===== src/rtl/mul_arbiter_pkg.sv =====
// Shared types and sizing helpers for the multiplier arbiter.
package mul_arbiter_pkg;

  typedef enum logic [1:0] {
    IDLE,
    ISSUE,
    WAIT,
    RESP
  } state_t;

  // Width of a requester pointer; a single bit is kept for the two-requester case.
  function automatic int ptr_width(input int n);
    return (n > 2) ? $clog2(n) : 1;
  endfunction

  localparam int DEFAULT_N_REQ = 4;
  localparam int PTR_W         = ptr_width(DEFAULT_N_REQ);

endpackage


===== src/rtl/mul_arbiter_rr_picker.sv =====
// Combinational round-robin search: first active request after ptr, with wrap.
module rr_picker
  import mul_arbiter_pkg::*;
#(
  parameter int N_REQ = 4,
  parameter int PW    = ptr_width(N_REQ)
) (
  input  logic [N_REQ-1:0] req,
  input  logic [PW-1:0]    ptr,
  output logic [N_REQ-1:0] winner,
  output logic [PW-1:0]    index,
  output logic             found
);

  logic [PW-1:0] cand;

  // Walk ptr+1, ptr+2, ... around the ring and keep the first hit.
  always_comb begin
    winner = '0;
    index  = '0;
    found  = 1'b0;
    cand   = '0;
    for (int off = 1; off <= N_REQ; off++) begin
      cand = PW'((int'(ptr) + off) % N_REQ);
      if (!found && req[cand]) begin
        found         = 1'b1;
        winner[cand]  = 1'b1;
        index         = cand;
      end
    end
  end

endmodule


===== src/rtl/mul_arbiter.sv =====
// Round-robin front end sharing one external multi-cycle multiplier among N_REQ requesters.
module mul_arbiter
  import mul_arbiter_pkg::*;
#(
  parameter int N_REQ   = 4,
  parameter int C_WIDTH = 32,
  parameter int TIMEOUT = 64
) (
  input  logic                     ctl_clk,
  input  logic                     reset,
  input  logic [N_REQ-1:0]         req,
  input  logic [N_REQ*C_WIDTH-1:0] a_in,
  input  logic [N_REQ*C_WIDTH-1:0] b_in,
  output logic [N_REQ-1:0]         gnt,
  output logic [N_REQ-1:0]         done,
  output logic [N_REQ-1:0]         err,
  output logic [C_WIDTH-1:0]       y_out,
  output logic                     busy,
  output logic [C_WIDTH-1:0]       mul_a,
  output logic [C_WIDTH-1:0]       mul_b,
  output logic                     mul_trigger,
  input  logic                     mul_ready,
  input  logic                     mul_done,
  input  logic [C_WIDTH-1:0]       mul_y
);

  localparam int PW = ptr_width(N_REQ);
  localparam int CW = $clog2(TIMEOUT + 1);
  localparam logic [CW-1:0] LAST_CNT = CW'(TIMEOUT - 1);

  state_t           state;
  logic [PW-1:0]    ptr;
  logic [PW-1:0]    index;
  logic [CW-1:0]    cnt;
  logic [CW-1:0]    cnt_next;
  logic [N_REQ-1:0] index_onehot;
  logic [N_REQ-1:0] win;
  logic [PW-1:0]    win_index;
  logic             win_found;

  rr_picker #(
    .N_REQ(N_REQ),
    .PW   (PW)
  ) u_picker (
    .req   (req),
    .ptr   (ptr),
    .winner(win),
    .index (win_index),
    .found (win_found)
  );

  assign index_onehot = N_REQ'(1) << index;
  assign cnt_next     = (cnt == '1) ? cnt : cnt + 1'b1;

  // Arbitration, multiplier handshake and timeout supervision with registered outputs.
  always_ff @(posedge ctl_clk) begin
    if (reset) begin
      state       <= IDLE;
      ptr         <= PW'(N_REQ - 1);
      index       <= '0;
      cnt         <= '0;
      gnt         <= '0;
      done        <= '0;
      err         <= '0;
      mul_trigger <= 1'b0;
      busy        <= 1'b0;
      y_out       <= '0;
      mul_a       <= '0;
      mul_b       <= '0;
    end else begin
      gnt  <= '0;
      done <= '0;
      err  <= '0;
      case (state)
        IDLE: begin
          if (win_found) begin
            gnt         <= win;
            index       <= win_index;
            mul_a       <= a_in[int'(win_index)*C_WIDTH +: C_WIDTH];
            mul_b       <= b_in[int'(win_index)*C_WIDTH +: C_WIDTH];
            cnt         <= '0;
            mul_trigger <= 1'b1;
            busy        <= 1'b1;
            state       <= ISSUE;
          end
        end
        ISSUE: begin
          if (cnt == LAST_CNT) begin
            err         <= index_onehot;
            ptr         <= index;
            mul_trigger <= 1'b0;
            busy        <= 1'b0;
            state       <= IDLE;
          end else begin
            cnt <= cnt_next;
            if (mul_ready) begin
              mul_trigger <= 1'b0;
              state       <= WAIT;
            end
          end
        end
        WAIT: begin
          if (mul_done) begin
            y_out <= mul_y;
            done  <= index_onehot;
            state <= RESP;
          end else if (cnt == LAST_CNT) begin
            err   <= index_onehot;
            ptr   <= index;
            busy  <= 1'b0;
            state <= IDLE;
          end else begin
            cnt <= cnt_next;
          end
        end
        RESP: begin
          ptr   <= index;
          busy  <= 1'b0;
          state <= IDLE;
        end
        default: begin
          state <= IDLE;
        end
      endcase
    end
  end

endmodule


===== config.mk =====
export PLATFORM = sky130hd
export DESIGN_NAME = mul_arbiter
export DESIGN_NICKNAME = d
export VERILOG_FILES = /design/src/rtl/mul_arbiter_pkg.sv /design/src/rtl/mul_arbiter_rr_picker.sv /design/src/rtl/mul_arbiter.sv
export SDC_FILE = /design/constraint.sdc
export NUM_CORES = 1
export LEC_CHECK = 0
export BUFFER_PORTS_ARGS = -buffer_cell sky130_fd_sc_hd__buf_2
export CORE_AREA = 2 2 158 160
export DETAILED_ROUTE_END_ITERATION = 8
export DIE_AREA = 0 0 160 162
export GPL_TIMING_DRIVEN = 0
export PLACE_DENSITY_LB_ADDON = 0.08
export SKIP_LAST_GASP = 1
export SYNTH_ARGS = -nofsm -noshare
export SYNTH_HDL_FRONTEND = slang
export SYNTH_HIERARCHICAL = 1
export SYNTH_SLANG_ARGS = --single-unit

===== constraint.sdc =====
create_clock -name ctl_clk -period 8.6 [get_ports ctl_clk]
set_input_delay 0.86 -clock ctl_clk [delete_from_list [all_inputs] [get_ports ctl_clk]]
set_output_delay 0.86 -clock ctl_clk [all_outputs]
set_load 0.01 [all_outputs]

; After elaboration in Yosys (flattened, before gate mapping)
; Cells that the tools add are included.
[totals]
input_bits = 296
ff_bits = 123
wordCells = 119
[classes]
reduce_logical = 23
n_mux = 52
n_shift = 3
n_lt_le_gt_ge = 8
eq_ne = 9
bitwise_logic = 7
addsub = 5
[op_table]
columns = operator, n
row1 = 128-bit by 8-bit indexed part select with 32-bit output, 2
row2 = 7-bit two-way mux, 4
row3 = 4-bit two-way mux, 6
row4 = 2-bit two-way mux, 11
row5 = 7-bit one-hot mux with 3 select lines, 1
row6 = 1-bit two-way mux, 17
row7 = 2-bit by 3-bit < comparator with 1-bit output (second input constant), 4
row8 = 4-bit bitwise OR, 3
row9 = 3-bit AND reduction, 3
row10 = 1-bit binary-select mux with 2-bit select, 4
row11 = 1-bit demux with 2-bit select, 4
row12 = 2-bit by 1-bit >= comparator with 1-bit output (second input constant), 4
row13 = 2-bit one-hot mux with 4 select lines, 1
row14 = 4-bit one-hot mux with 2 select lines, 1
row15 = 2-bit AND reduction, 4
row16 = 7-bit by 1-bit adder with 7-bit output (second input constant), 1
row17 = 7-bit by 6-bit == test with 1-bit output (second input constant), 1
row18 = 7-bit == test (second input constant), 1
row19 = 1-bit logical AND, 7
row20 = 3-bit != test (second input constant), 2
row21 = 2-bit one-hot mux with 3 select lines, 1
row22 = 3-bit nonzero test, 2
row23 = 3-bit OR reduction, 2
row24 = 2-bit by 1-bit adder with 2-bit output (second input constant), 2
row25 = other kinds (12), 19

; Longest topological paths before layout
[depth]
word_depth = 15
mapped_depth = 14

; Cells and area by module
; Netlist, hierarchy kept.
[modules_own_cells]
columns = mod, instances, area_per_inst_um2, seq_area_each_um2, cells_per_inst
row1 = mul_arbiter, 1, 5940.7, 2462.4, 620
row2 = rr_picker, 1, 629.4, 0.0, 86

; Worst setup path before layout
; OpenSTA, ideal clock, no wires.
[synth_timing]
path_type = register to register
start = reg ptr[0]
end = reg mul_a[10]
path_stages_with_launch = 15
setup_ps = 132
path_buffers = 5
arrival_time_ps = 3279
required_ps = 8468
setup_slack_ps = 5189
cell_sequence = dfxtp_1 > buf_6 > buf_2 > inv_1 > ha_1 > clkbuf_1 > a21oi_1 > a211oi_1 > a311o_1 > a221oi_1 > buf_2 > buf_4 > mux4_2 > nand2_1 > a21oi_1
[synth_via]
elab_chain_len = 14
[synth_lines]
columns = element, line
row1 = from (decl), mul_arbiter.sv:32  ; logic [PW-1:0] ptr;
row2 = from (signal assigned), mul_arbiter.sv:59  ; ptr <= PW'(N_REQ - 1);
row3 = from (signal assigned), mul_arbiter.sv:90  ; ptr <= index;
row4 = from (signal assigned), mul_arbiter.sv:109  ; ptr <= index;
row5 = 2-bit by 1-bit adder with 2-bit output, mul_arbiter_rr_picker.sv:24  ; cand = PW'((int'(ptr) + off) % N_REQ);
row6 = 1-bit binary-select mux with 2-bit select, mul_arbiter_rr_picker.sv:25  ; if (!found && req[cand]) begin
row7 = 1-bit two-way mux (not written as such), mul_arbiter_rr_picker.sv:25
row8 = 1-bit two-way mux, mul_arbiter_rr_picker.sv:25
row9 = 1-bit zero test, mul_arbiter_rr_picker.sv:25
row10 = 1-bit logical AND, mul_arbiter_rr_picker.sv:25
row11 = 1-bit two-way mux, mul_arbiter_rr_picker.sv:25
row12 = 1-bit zero test, mul_arbiter_rr_picker.sv:25
row13 = 1-bit logical AND, mul_arbiter_rr_picker.sv:25
row14 = 1-bit two-way mux, mul_arbiter_rr_picker.sv:25
row15 = 1-bit zero test, mul_arbiter_rr_picker.sv:25
row16 = 1-bit logical AND, mul_arbiter_rr_picker.sv:25
row17 = 2-bit two-way mux *, mul_arbiter_rr_picker.sv:25
row18 = named net win_index[0], mul_arbiter.sv:38  ; logic [PW-1:0] win_index;
row19 = 128-bit by 8-bit indexed part select with 32-bit output *, mul_arbiter.sv:79  ; mul_a <= a_in[int'(win_index)*C_WIDTH +: C_WIDTH];
row20 = to (signal assigned), mul_arbiter.sv:79
row21 = to (decl), mul_arbiter.sv:19  ; output logic [C_WIDTH-1:0] mul_a,
; Mark *: on every way through the listed nets, which the timed path passes. The rest lies on a longest branch. The select of a mux whose other input is x is not followed.
; A chain may end at the register's enable or synchronous reset.

; Worst setup path in the final report
[layout_timing]
start = reg ptr[0]
end = reg mul_a[31]
; The elaborated chain is that of the path after synthesis.

==> results.cfg <==
[final_layout]
final_cell_mix = buf_2, nand2_1, dfxtp_1
final_common_cell = buf_2
fin_util_pct = 39.8
n_fill_cell = 2629
drive_above_1_share_pct = 45.7
final_nets = 1438
syn_to_final_growth_pct = 45.9
finalInstanceArea_sq_mm = 0.00959

[clock_tree]
holdBufCountCts = 0
cts_num_sinks = 123
cts_setup_buffers = 0
cts_tree = yes
cts_buffers = 17
ctsResizeCount = 0
cts.htree.levels = 4
clk_pin_slew_ns = 0.05
cts_root_buf = clkbuf_16
clkLatencyLatePin_ns = 0.42
clock_path_buffers = 2

[placed_design]
io_buffers = 403
pre_cts_ws_ns = 4.25
dp_hpwl_mm = 22.1
placed_area_sq_mm = 0.00899
place_congestion = 0.894

[worst_setup_path]
startpoint = ptr[0]$_SDFFE_PP1P_
critPathLaunchType = register
end_kind = register
reg2reg_from = ptr[0]$_SDFFE_PP1P_
crit_type = reg -> reg
worst-path-buf-inv = 7
path_max_fanout = 10
cpLargestDelayFamily = buffers and inverters
max_stage_delay_ns = 0.57
crit_path_top_delay_cell = mux4_2
crit_required_ns = 8.87
path_cells = buf_6 -> buf_2 -> inv_1 -> ha_1 -> clkbuf_1 -> inv_1 -> a311o_1 -> a221oi_1 -> buf_2 -> buf_4 -> mux4_2 -> nand2_1 -> a21oi_1
regToRegSetupSlack_ns = 4.28
critPathArrivalTime_ns = 4.59

[synthesis]
async_flop_share_pct = 0
synthFlopType = dfxtp_1
syn-cell-area_sq_mm = 0.00657
syn_nets = 1016
ys_types = 51
synth_warnings = 6
yosysSeqAreaShare_pct = 37.5
synth_edf_count = 0
synth-seq-cells = 123
synth_area_per_cell_sq_um = 9.31
syn_inst = 706

[outcome]
status = finished clean

[die]
fp.dieH_um = 162
rows = 57
die-area_sq_mm = 0.0259
io_pins = 406
start_util_pct = 27.3
core-area_sq_mm = 0.0241
die_x_um = 160

[timing]
finClkSkew_ns = 0.0134
fin_ws_ns = 4.28
fmax_mhz = 232
tightest_slew_ns = 0.722
tns_ns = 0
finalCritPeriodShare_pct = 50.2
period_needed_ns = 4.32
slew_headroom_pct = 51.9
setup_viol = 0
hold_viol = 0
drv_slew = 0
rsz0062_at_grt = false

[route]
first_iter_violations = 235
drt-pass1-iter-count = 4
routed_via_density = 4.70
drc = 0
ant_nets = 0
postRouteWirelength_mm = 26.7
dr_total_vias = 6904
wire_per_inst_um = 18.2

[pwr]
p_leak_uw = 0.00435
p_per_area_mw_per_mm2 = 196
power_uw = 1880
peakVddDrop_v = 0.000108

[hold_path]
hold_path.class = reg -> reg
min_from = y_out[30]$_SDFFE_PP0P_

[global_routing]
grt_overflow_total = 0
antenna_found_initial = 5
grt_max_degree = 17
grt_pass1_wl_mm = 40.1
grt_use_total_pct = 20.3
grt_pass1_vias = 7092

[job]
cap_violations = 0
==> registers in the layout, summed over array words and instances (netlist names) <==
| name | count |
|---|---|
| y_out | 32 |
| index | 2 |
| mul_b | 32 |
| ptr | 2 |
| cnt | 7 |
| busy | 1 |
| err | 4 |
| gnt | 4 |
| mul_a | 32 |
| mul_trigger | 1 |
| state | 2 |
| done | 4 |
==> cells by family (layout without fill, tap and decap cells) <==
group | count (synthesis) | in the layout | share of synthesized area, %
DFF | 123 | 123 | 37.5
other | 0 | 4 | 0
muxes | 73 | 73 | 23.7
adders and majority gates | 14 | 14 | 2.67
AOI/OAI and AO/OA | 153 | 153 | 13.7
and+or+nand+nor | 271 | 271 | 17.6
buffers and inverters | 72 | 507 | 4.86
==> per-layer routing <==
| metal | vias up | routed length [um] | global-route usage, % |
|---|---|---|---|
| li1 | 3391 | - | - |
| met1 | 3276 | 10600 | 23.3 |
| met2 | 213 | 14300 | 37.6 |
| met3 | 24 | 1250 | 4.42 |
| met4 | 0 | 471 | 6.55 |
| met5 | - | 0 | 0 |
==> tightest hold or removal path: cells and delay by family, from the launching register on <==
family          cells  cell delay (ns)
flops               1             0.30
simple gates        1             0.05
compound gates      1             0.05
==> area by class of cell <==
class | count | area (sq um) | share of cell area, %
Multi-Input combinational cell | 511 | 3790 | 39.5
Sequential cell | 123 | 2460 | 25.7
Timing Repair Buffer | 403 | 2020 | 21.0
Clock buffer | 19 | 443 | 4.62
Tap cell | 324 | 405 | 4.23
Buffer | 59 | 270 | 2.82
Clock inverter | 13 | 141 | 1.47
Inverter | 13 | 48.8 | 0.509
Antenna cell | 4 | 10.0 | 0.104
==> where the power goes <==
part | total, uW | switching [uW] | internal (uW)
clock | 718 | 281 | 436
sequential | 660 | 29.6 | 630
combinational | 499 | 279 | 220
total | 1880 | 590 | 1290
==> synth_stat cells, types with 2 or more instances <==
cell type	number	area share [%]
clkbuf_1	38	2.2
nand3_1	3	0.23
inv_1	13	0.74
o211ai_1	2	0.23
a211oi_1	6	0.69
nor2_1	16	0.91
or3_1	6	0.57
ha_1	14	2.7
buf_1	7	0.40
o21a_1	3	0.34
dfxtp_1	123	37
nor3_2	2	0.30
nor2b_1	2	0.19
and2_1	2	0.19
buf_2	6	0.46
a21oi_1	107	8.2
buf_4	5	0.57
buf_6	3	0.51
o21ai_0	7	0.53
nor4_1	3	0.29
nor3_1	4	0.30
nand4_1	6	0.57
nor3b_1	5	0.57
nand3b_1	2	0.23
a2111o_1	4	0.69
mux2i_1	6	0.91
nand2_1	208	12
o31ai_1	5	0.57
o211a_1	2	0.30
nand2b_1	6	0.57
mux4_2	66	23
a31oi_1	5	0.48
==> metrics by stage <==
step | cells | hold WS, ns
CTS | 1465 | 0.452
finish | 1469 | 0.447
global placement | 1433 | 0.440
global route | 1467 | 0.464
floorplan | 706 | 0.467
detailed placement | 1433 | 0.444
==> final timing paths <==
check	end	cells past startpoint
setup / recovery	mul_a[31]$_SDFFE_PP0P_	13
hold / removal	y_out[30]$_SDFFE_PP0P_	2
setup reg to reg	mul_a[31]$_SDFFE_PP0P_	13
hold reg to reg	y_out[30]$_SDFFE_PP0P_	2
(Power assumes the default switching activity.)
